**src/rtl/fsm_flip_run_monitor.sv**
```systemverilog
// fsm_flip_run_monitor
// Consumes a serial bit stream together with the flip pulse of a Mealy bit-flip
// detector. It measures the length of each run between flips, reports every
// completed run (bit value and length), pulses a violation flag once per run that
// grows longer than MAX_RUN, and keeps a saturating count of flips.
// Optional build macro: FLIP_MON_XCHK_EN adds a sticky det/ser_in consistency
// checker on xchk_err; without it xchk_err is tied low.
module fsm_flip_run_monitor #(
    parameter int CNT_W      = 8,
    parameter int MAX_RUN    = 5,
    parameter int FLIP_CNT_W = 16
) (
    input  logic                  clk,
    input  logic                  rst,
    input  logic                  en,
    input  logic                  ser_in,
    input  logic                  det,
    output logic [CNT_W-1:0]      run_len,
    output logic                  run_bit,
    output logic                  run_vld,
    output logic                  viol,
    output logic [FLIP_CNT_W-1:0] flip_cnt,
    output logic                  xchk_err
);

    typedef enum logic [1:0] {
        IDLE = 2'd0,
        RUN  = 2'd1,
        VIOL = 2'd2
    } state_t;

    localparam logic [CNT_W-1:0]      LEN_MAX  = '1;
    localparam logic [CNT_W-1:0]      RUN_LIM  = CNT_W'(MAX_RUN);
    localparam logic [FLIP_CNT_W-1:0] FLIP_MAX = '1;

    function automatic logic [CNT_W-1:0] sat_inc_len(input logic [CNT_W-1:0] v);
        return (v == LEN_MAX) ? v : v + CNT_W'(1);
    endfunction

    function automatic logic [FLIP_CNT_W-1:0] sat_inc_flip(input logic [FLIP_CNT_W-1:0] v);
        return (v == FLIP_MAX) ? v : v + FLIP_CNT_W'(1);
    endfunction

    state_t                  r_state;
    logic                    r_cur_bit;
    logic [CNT_W-1:0]        r_cur_len;
    logic [CNT_W-1:0]        r_run_len;
    logic                    r_run_bit;
    logic                    r_run_vld;
    logic                    r_viol;
    logic [FLIP_CNT_W-1:0]   r_flip_cnt;

    state_t                  w_state;
    logic                    w_cur_bit;
    logic [CNT_W-1:0]        w_cur_len;
    logic [CNT_W-1:0]        w_run_len;
    logic                    w_run_bit;
    logic                    w_run_vld;
    logic                    w_viol;
    logic [FLIP_CNT_W-1:0]   w_flip_cnt;

    // Next-state and next-output logic; run tracking always follows det.
    always_comb begin
        w_state    = r_state;
        w_cur_bit  = r_cur_bit;
        w_cur_len  = r_cur_len;
        w_run_len  = r_run_len;
        w_run_bit  = r_run_bit;
        w_run_vld  = 1'b0;
        w_viol     = 1'b0;
        w_flip_cnt = r_flip_cnt;
        if (en) begin
            case (r_state)
                IDLE: begin
                    // No previous bit exists yet, so det carries no meaning here.
                    w_cur_bit = ser_in;
                    w_cur_len = CNT_W'(1);
                    w_state   = RUN;
                end
                RUN, VIOL: begin
                    if (det) begin
                        w_run_len  = r_cur_len;
                        w_run_bit  = r_cur_bit;
                        w_run_vld  = 1'b1;
                        w_cur_bit  = ser_in;
                        w_cur_len  = CNT_W'(1);
                        w_flip_cnt = sat_inc_flip(r_flip_cnt);
                        w_state    = RUN;
                    end else begin
                        w_cur_len = sat_inc_len(r_cur_len);
                        // Only RUN can flag, so an overlong run yields exactly one pulse.
                        if (r_state == RUN && r_cur_len == RUN_LIM) begin
                            w_viol  = 1'b1;
                            w_state = VIOL;
                        end
                    end
                end
                default: begin
                    w_state = IDLE;
                end
            endcase
        end
    end

    // State and output registers with synchronous reset.
    always_ff @(posedge clk) begin
        if (rst) begin
            r_state    <= IDLE;
            r_cur_bit  <= 1'b0;
            r_cur_len  <= '0;
            r_run_len  <= '0;
            r_run_bit  <= 1'b0;
            r_run_vld  <= 1'b0;
            r_viol     <= 1'b0;
            r_flip_cnt <= '0;
        end else begin
            r_state    <= w_state;
            r_cur_bit  <= w_cur_bit;
            r_cur_len  <= w_cur_len;
            r_run_len  <= w_run_len;
            r_run_bit  <= w_run_bit;
            r_run_vld  <= w_run_vld;
            r_viol     <= w_viol;
            r_flip_cnt <= w_flip_cnt;
        end
    end

`ifdef FLIP_MON_XCHK_EN
    logic r_xchk_err;
    logic w_xchk_err;
    logic w_local_flip;

    // Sticky flag when det disagrees with a flip seen locally against the open run.
    always_comb begin
        w_local_flip = (ser_in != r_cur_bit);
        w_xchk_err   = r_xchk_err;
        if (en && (r_state == RUN || r_state == VIOL) && (det != w_local_flip)) begin
            w_xchk_err = 1'b1;
        end
    end

    // Checker flag register, cleared only by reset.
    always_ff @(posedge clk) begin
        if (rst) begin
            r_xchk_err <= 1'b0;
        end else begin
            r_xchk_err <= w_xchk_err;
        end
    end

    assign xchk_err = r_xchk_err;
`else
    assign xchk_err = 1'b0;
`endif

    assign run_len  = r_run_len;
    assign run_bit  = r_run_bit;
    assign run_vld  = r_run_vld;
    assign viol     = r_viol;
    assign flip_cnt = r_flip_cnt;

endmodule
```
**config.mk**
```make
export PLATFORM = sky130hd
export DESIGN_NAME = fsm_flip_run_monitor
export DESIGN_NICKNAME = d
export VERILOG_FILES = /design/src/rtl/fsm_flip_run_monitor.sv
export SDC_FILE = /design/constraint.sdc
export NUM_CORES = 1
export LEC_CHECK = 0
export CORE_ASPECT_RATIO = 1.5
export CORE_MARGIN = 2
export CORE_UTILIZATION = 52
export DETAILED_ROUTE_END_ITERATION = 10
export GPL_TIMING_DRIVEN = 0
export PLACE_DENSITY = 0.77
export SYNTH_ARGS = -nofsm -noshare
export SYNTH_HDL_FRONTEND = slang
export SYNTH_SLANG_ARGS = --single-unit
```
**constraint.sdc**
```tcl
create_clock -name clk -period 2.45 [get_ports clk]
set_input_delay 0.6125 -clock clk [delete_from_list [all_inputs] [get_ports clk]]
set_output_delay 0.6125 -clock clk [all_outputs]
set_load 0.03 [all_outputs]
```
=== Word-level counts from Yosys, hierarchy flattened ===
Cells that the tools add are included.

* Register bits: 38
* Bits of input ports: 5
* Word-level logic and storage cells: 42

* Add/subtract/negate cells: 2
* Equality and inequality tests: 8
* Mux-type cells: 10
* Bitwise gates (word level): 3
* Reductions and logical operators: 11

{| class="wikitable"
|+ Operators with widths
! kind !! count
|-
| $add A16 B1 Y16 const B || 1
|-
| $eq A16 B16 Y1 const B || 1
|-
| $mux W8 || 2
|-
| $pmux W8 S2 || 1
|-
| $reduce_and A3 Y1 || 3
|-
| $add A8 B1 Y8 const B || 1
|-
| $eq A8 B3 Y1 const B || 1
|-
| $eq A8 B8 Y1 const B || 1
|-
| $ne A3 B3 Y1 const B || 2
|-
| $mux W2 || 2
|-
| $pmux W2 S2 || 1
|-
| $reduce_and A4 Y1 || 1
|-
| $reduce_or A4 Y1 || 1
|-
| $mux W1 || 3
|-
| $not A1 Y1 || 3
|-
| $reduce_or A3 Y1 || 1
|-
| $eq A2 B1 Y1 const B || 1
|-
| $eq A2 B2 Y1 const B || 1
|-
| $logic_not A2 Y1 || 1
|-
| $ne A2 B2 Y1 const B || 1
|-
| $pmux W1 S2 || 1
|-
| $reduce_and A2 Y1 || 1
|-
| $reduce_bool A2 Y1 || 1
|-
| $reduce_or A2 Y1 || 1
|-
| $logic_and A1 B1 Y1 || 1
|}

=== Longest topological paths before layout ===
Gate-level depths: netlist of the first run.

* Depth after elaboration: 5
* Mapped depth: 7

=== Least setup slack after synthesis of the first run ===
No wires, ideal clock.

* Path kind: reg-to-reg
* Start: register r_flip_cnt[0] (netlist: flip_cnt[0])
* End: register r_flip_cnt[10] (netlist: flip_cnt[10])
* Library setup time: 0.070 ns
* Arrival time: 2.070 ns
* Slack: 0.310 ns
* Stages on the path, launching flop included: 8
* Path buffers: 2
* Period minus slack after synthesis: 2.140 ns
* Cells stage by stage: dfxtp_1 > ha_1 > buf_2 > nand4_1 > or3_1 > buf_2 > or4_1 > a21oi_1

* Cells in the longest elaborated chain, start to end: 3

{| class="wikitable"
|+ RTL lines
! item !! RTL line !! RTL
|-
| start: declaration || 51 || <nowiki>logic [FLIP_CNT_W-1:0] r_flip_cnt;</nowiki>
|-
| start signal: assignment || 124 || <nowiki>r_flip_cnt <= w_flip_cnt;</nowiki>
|-
| branches (longest 3 deep; another with $add A16 B1 Y16) || -- ||
|}

Parallel ways; which one is timed is not known.
A chain may end at the register's enable or synchronous reset.

=== Final worst setup path of the first run ===
* Start: input port det
* End: register r_flip_cnt[15] (netlist: flip_cnt[15])

* Cells in the longest elaborated chain, start to end: 1

{| class="wikitable"
|+ RTL lines
! item !! RTL line !! RTL
|-
| start: declaration || 17 || <nowiki>input logic det,</nowiki>
|-
| $reduce_and A4 Y1 (no source line) || -- ||
|}

No other way between the ends.

==> results of run 1 <==
-- critical path: cells and delay by family --
family,cells,cell delay [ps]
and+or+nand+nor,3,830
AOI/OAI and AO/OA,1,470
buffers and inverters,1,570
-- stage by stage --
step	power, mW	cells
after floorplan	0.7027	230
after global placement	0.7306	302
after detailed placement	0.7311	302
after CTS	1.170	310
after global routing	1.202	310
final	1.167	310
-- power by group through the flow --
stage / clock network [mW] / logic, mW / registers (mW)
floorplan: 0 / 0.0571 / 0.646
global placement: 0 / 0.0864 / 0.644
detailed placement: 0 / 0.0871 / 0.644
CTS: 0.452 / 0.0878 / 0.630
global route: 0.473 / 0.0980 / 0.631
finish: 0.449 / 0.0879 / 0.630
-- flip-flops by register name, indices dropped and copies added (netlist names) --
name,count
flip_cnt,16
r_cur_bit,1
r_cur_len,8
r_state,2
run_bit,1
run_len,8
run_vld,1
viol,1
-- final timing paths --
kind         cells after the start  slack, ps                        end
max                              5        120  flip_cnt[15]$_SDFFE_PP0P_
min                              2        460    run_len[4]$_SDFFE_PP0P_
max reg2reg                      6        140  flip_cnt[15]$_SDFFE_PP0P_
min reg2reg                      2        460    run_len[4]$_SDFFE_PP0P_
-- repair_timing --
item / in CTS / in global routing
setup buffers: 0 / 0
setup endpoints to repair: 0 / 1
gates resized for setup: 0 / 3
-- synth_stat cells, drive strengths merged (2+ instances only) --
master	n	area, um2
dfxtp	38	760.7
nand2	35	131.4
a21oi	22	110.1
nand3	13	70.07
nor2	12	45.04
clkbuf	9	33.78
nand4	8	56.30
ha	6	75.07
inv	6	22.52
mux2	6	67.56
nor2b	6	37.54
nor3	6	30.03
o21ai	5	25.02
or3	5	31.28
a31oi	4	25.02
and3	4	25.02
buf	4	21.27
a211oi	3	22.52
and4	3	26.28
nor4	3	18.77
o31ai	3	22.52
a311oi	2	17.52
nand2b	2	12.51
o2111ai	2	17.52
or4	2	15.01
-- cell type report --
type,instances,area (um2)
inverter,6,22.52
sequential,38,760.7
tap,42,52.55
timing repair buffer,30,300.3
multi-input combinational,173,1060
clock inverter,1,5.005
buffer,13,56.30
clock buffer,7,86.33
fill,303,1105
-- cells by family (layout without fill, tap and decap cells) --
group,after synthesis,in the layout,synth area share
buffers and inverters,19,57,0.04100
adders and majority gates,6,6,0.03968
AOI/OAI and AO/OA,56,56,0.1951
DFF,38,38,0.4021
other,1,1,0.001982
muxes,7,7,0.04100
and+or+nand+nor,103,103,0.2791
-- routing by layer --
layer | vias to the layer above | share of wire | track usage | wire, um
li1 | 919 | - | - | -
met1 | 858 | 0.38 | 0.2630 | 1751
met2 | 73 | 0.53 | 0.4284 | 2419
met3 | 11 | 0.057 | 0.03077 | 262
met4 | 0 | 0.032 | 0.1462 | 145
met5 | - | 0 | 0 | 0
==> summary.md, run 1 <==
| Metric | Value |
|---|---|
| Outcome | `finished, final reports clean` |
| FMAX | `roughly 430 MHz` |
| Comb pwr share | `0.075` |
| FFs w/ async S/R, synth | `0` |
| Worst setup EP type | `register` |
| DR WL/cell | `14.77 um` |
| Synth cell types | `50` |
| Post-route cell area | `2344 um2` |
| Critical path class | `input port to register` |
| Post-synthesis cell count | `230` |
| GRT Overall Usage | `0.2440` |
| Power density cells | `497.8 nW/um2` |
| HP Start | `run_len[4]$_SDFFE_PP0P_` |
| Final setup fails | `0` |
| RR Startpoint | `r_state[0]$_SDFFE_PP0P_` |
| RSZ-0062 raised after global routing | `no` |
| Max Cap Viol | `0` |
| Slew @ Worst Pin | `687.7 ps` |
| Arr. time, crit path | `about 2500 ps` |
| Seq pwr share | `0.540` |
| Slowest stage cell on the critical path | `or4_1` |
| Cell Chain, Critical Path | `clkdlybuf4s50_1 -> nand3_2 -> or4_1 -> a2111oi_0 -> nor3_1` |
| Chip Width | `53.25 um` |
| DRC viols | `0` |
| Hold_buf cts | `0` |
| Commonest non-fill, non-tap cells in the layout | `dfxtp_1 (38), nand2_1 (35), clkdlybuf4s50_1 (30)` |
| Psw | `~0.28 mW` |
| Post-synth EDFFs | `0` |
| Global-route wire length before repair | `7624 um` |
| Final worst slack | `roughly 120 ps` |
| Final Cycle Share | `0.9528` |
| Ant diodes | `0` |
| Placed cell area | `2245 um2` |
| Crit path time final | `2334 ps` |
| Die area | `4147 um2` |
| Worst EP required | `2610 ps` |
| Synth-to-layout area growth | `23.88%` |
| FF+latch count, synth | `38` |
| Yosys warnings | `0` |
| Sequential fraction of the synthesis area | `0.4021` |
| Setup tns final | `0 ps` |
| Sink Count | `38` |
| Worst-path clk slew | `70 ps` |
| Hold Crit Class | `register to register` |
| Number of global-route vias before repair | `1700` |
| Initial DRC Count | `74` |
| Commonest non-fill, non-tap cell in the layout | `dfxtp_1` |
| Cell leakage power | `a little under 0.8 nW` |
| Hpwl dp | `3211 um` |
| Mapped Area | `1892 um2` |
| Vias per cell | `6.003` |
| First-pass iteration count of the detailed router | `4` |
| Worst VDD drop | `463.7 uV` |
| Setup crit start kind | `input port` |
| Crit-path max FO | `6` |
| TritonCTS Buffers | `5` |
| Clk root buf | `clkbuf_8` |
| Die Ht | `roughly 78 um` |
| Share of layout cells above drive strength 1 | `0.08582` |
| Syn Area/Cell | `8.225 um2` |
| # IOs | `33` |
| Clock share of power | `0.385` |
| Routed wire length | `approximately 4600 um` |
| Nets | `278` |
| Pre-CTS setup slack | `-229.3 ps` |
| Critical Path Max Stage Delay | `around 600 ps` |
| Gp weighted congestion | `0.8042` |
| Antenna violations before repair | `0` |
| DRT antenna net count | `0` |
| Final core occ | `0.6796` |
| Row count | `26` |
| Initial Util | `0.5486` |
| Int Power | `0.8823 mW` |
| Clock skew | `roughly 4.8 ps` |
| Syn nets | `241` |
| Slew HR | `0.5373` |
| Max-slew violations | `0` |
| Hold slack | `455.9 ps` |
| Critical Path Start | `det` |
| PortBufs | `30` |
| TritonCTS clock tree | `yes` |
| Via count | `1861` |
| H-tree levels | `2` |
| GRT overflow | `0` |
| Clk_lat worst skew | `290 ps` |
| Final Hold Vio Count | `0` |
| Largest net degree at the start of global routing | `12` |
| Longest Clk Path Bufs | `2` |
| Total core area | `3448 um2` |
| Main flop type after synthesis | `dfxtp_1` |
| Sw Share | `0.2438` |
(Power assumes the default switching activity.)
==> run 2, diff against run 1 <==
Settings changed: CAP_MARGIN from default to 20, CORE_UTILIZATION 52 to 45, PLACE_DENSITY 0.77 to 0.68.
==> summary.md, run 2 (synthesis results as in run 1) <==
| Metric | Value |
|---|---|
| Outcome | `finished, final reports clean` |
| Crit Reg-Reg Endpoint | `flip_cnt[11]$_SDFFE_PP0P_` |
| Final cell count without fillers | `between 300 and 400` |
| Final Cycle Share | `0.9523` |
| Slew @ Worst Pin | `685.2 ps` |
| Crit path time final | `2333 ps` |
| DRC viols | `0` |
| DR WL/cell | `15.13 um` |
| Total core area | `3994 um2` |
| Max Cap Viol | `0` |
| Die area | `roughly 4700 um2` |
| Hold Crit Class | `register to register` |
| FMAX | `428.6 MHz` |
| Crit-path max FO | `6` |
| TritonCTS clock tree | `yes` |
| Initial Util | `0.4737` |
| Commonest non-fill, non-tap cell in the layout | `dfxtp_1` |
| # IOs | `33` |
| Number of global-route vias before repair | `1806` |
| Worst setup EP type | `register` |
| Die Ht | `83.41 um` |
| Clk_lat worst skew | `290 ps` |
| R2R setup slack | `120 ps` |
| Post-route cell area | `2369 um2` |
| GRT Overall Usage | `0.2122` |
| Nets | `roughly 280` |
| TritonCTS Buffers | `5` |
| Sink Count | `38` |
| RR Startpoint | `r_state[0]$_SDFFE_PP0P_` |
| Placed cell area | `2248 um2` |
| HP Start | `run_len[4]$_SDFFE_PP0P_` |
| Synth-to-layout area growth | `25.20%` |
| Routed wire length | `~4700 um` |
| Cells after DPL | `a little over 300` |
| PortBufs | `30` |
| Critical path class | `input port to register` |
| H-tree levels | `2` |
| R2R depth | `6` |
| Max FFs per register | `16` |
| Clk root buf | `clkbuf_8` |
| Top Metal Used | `met4` |
| Setup crit start kind | `input port` |
| Power density cells | `between 500 and 600 nW/um2` |
| Worst VDD drop | `580.1 uV` |
| Met1 wire length | `1943 um` |
| Largest net degree at the start of global routing | `14` |
| Max-slew violations | `0` |
| Antenna violations before repair | `0` |
| DR WL met2 | `~2400 um` |
| Hpwl dp | `3377 um` |
| Chip Width | `56.94 um` |
| Clock skew | `4.923 ps` |
| Slew HR | `0.5390` |
| Final Hold Vio Count | `0` |
| Global-route wire length before repair | `8010 um` |
| Commonest non-fill, non-tap cells in the layout | `dfxtp_1 (38), nand2_1 (35), clkdlybuf4s50_1 (30)` |
| Longest Clk Path Bufs | `2` |
| Worst Hold Path Cells | `2` |
| DRT antenna net count | `0` |
| Ant diodes | `0` |
| Via count | `between 1500 and 2000` |
| Setup tns final | `0 ps` |
| Final setup fails | `0` |
| GRT overflow | `0` |
| Worst-path clk slew | `80 ps` |
| DR WL met3 | `167 um` |
| Gp weighted congestion | `roughly 0.8` |
| Share of layout cells above drive strength 1 | `0.08582` |
| Hold slack | `approximately 450 ps` |
| Row count | `28` |
| Vias per cell | `6.048` |
| Initial DRC Count | `between 40 and 50` |
| Arr. time, crit path | `2520 ps` |
| RSZ-0062 raised after global routing | `no` |
| Worst EP required | `2640 ps` |
| Cell leakage power | `approximately 0.8 nW` |
| First-pass iteration count of the detailed router | `4` |
| Hold Path End | `run_len[4]$_SDFFE_PP0P_` |
[run 2: cell types whose count changed in the layout (fill, tap and decap cells not counted)]
| cell | change |
|---|---|
| clkinvlp_4 | +2 |
| a2111oi_0 | -1 |
| a2111oi_1 | +1 |
| bufinv_16 | +1 |
| clkbuf_2 | -1 |
| clkbuf_8 | -1 |
| clkinv_2 | -1 |
| nor4_1 | +1 |
| nor4_2 | -1 |
| o31ai_1 | -1 |
| o31ai_2 | +1 |
[run 2: repair_timing]
item                       CTS  global route
hold buffers                 0             0
setup endpoints to repair    0             2
setup buffers                0             0
resized for setup            0             2
[run 2: routing by layer]
layer,vias up,global-route usage
met5,-,0
met4,0,0.1226
met3,18,0.04050
met2,56,0.3710
met1,901,0.2301
li1,918,-
[run 2: report_power, final]
| group | switching (mW) | internal (mW) | total, mW |
|---|---|---|---|
| Clock | 0.234 | 0.303 | 0.537 |
| Combinational | 0.0573 | 0.0321 | 0.0895 |
| Sequential | 0.00689 | 0.623 | 0.630 |
| Total | 0.299 | 0.958 | 1.26 |
[run 2: final cells by class]
| type | instances | area [um2] |
|---|---|---|
| inverters | 6 | 22.52 |
| repair buffers | 30 | 300.3 |
| well taps | 45 | 56.30 |
| plain buffers | 13 | 55.05 |
| fillers | 404 | 1625 |
| flip-flops and latches | 38 | 760.7 |
| clock inverters | 3 | 45.04 |
| clock buffers | 5 | 68.82 |
| multi-input cells | 173 | 1060 |
[run 2: worst max-delay path by stage]
stage	endpoint	depth (start not counted)	slack (ps)	from
2_1_floorplan	flip_cnt[10]$_SDFFE_PP0P_	7	310	flip_cnt[0]$_SDFFE_PP0P_
3_3_place_gp	flip_cnt[11]$_SDFFE_PP0P_	5	-170	det
3_5_place_dp	flip_cnt[11]$_SDFFE_PP0P_	5	-160	det
4_1_cts	flip_cnt[11]$_SDFFE_PP0P_	5	140	det
5_1_grt	flip_cnt[11]$_SDFFE_PP0P_	6	8	r_state[0]$_SDFFE_PP0P_
6_report	flip_cnt[11]$_SDFFE_PP0P_	5	120	det
[run 2: per-stage QoR]
step | util | power, mW | setup slack [ps]
after floorplan | - | 0.7027 | 310.0
after global placement | 0.5630 | 0.7317 | -173.6
after detailed placement | 0.5630 | 0.7326 | -164.9
after CTS | 0.5915 | 1.265 | 137.0
after global routing | 0.5930 | 1.304 | 8.271
final | 0.5930 | 1.257 | 116.9
[run 2: worst max-delay path, cell delays in order]
cell,delay (ps)
clkdlybuf4s50_1,570
nand3_2,150
or4_1,610
a211oi_1,220
mux2_2,360
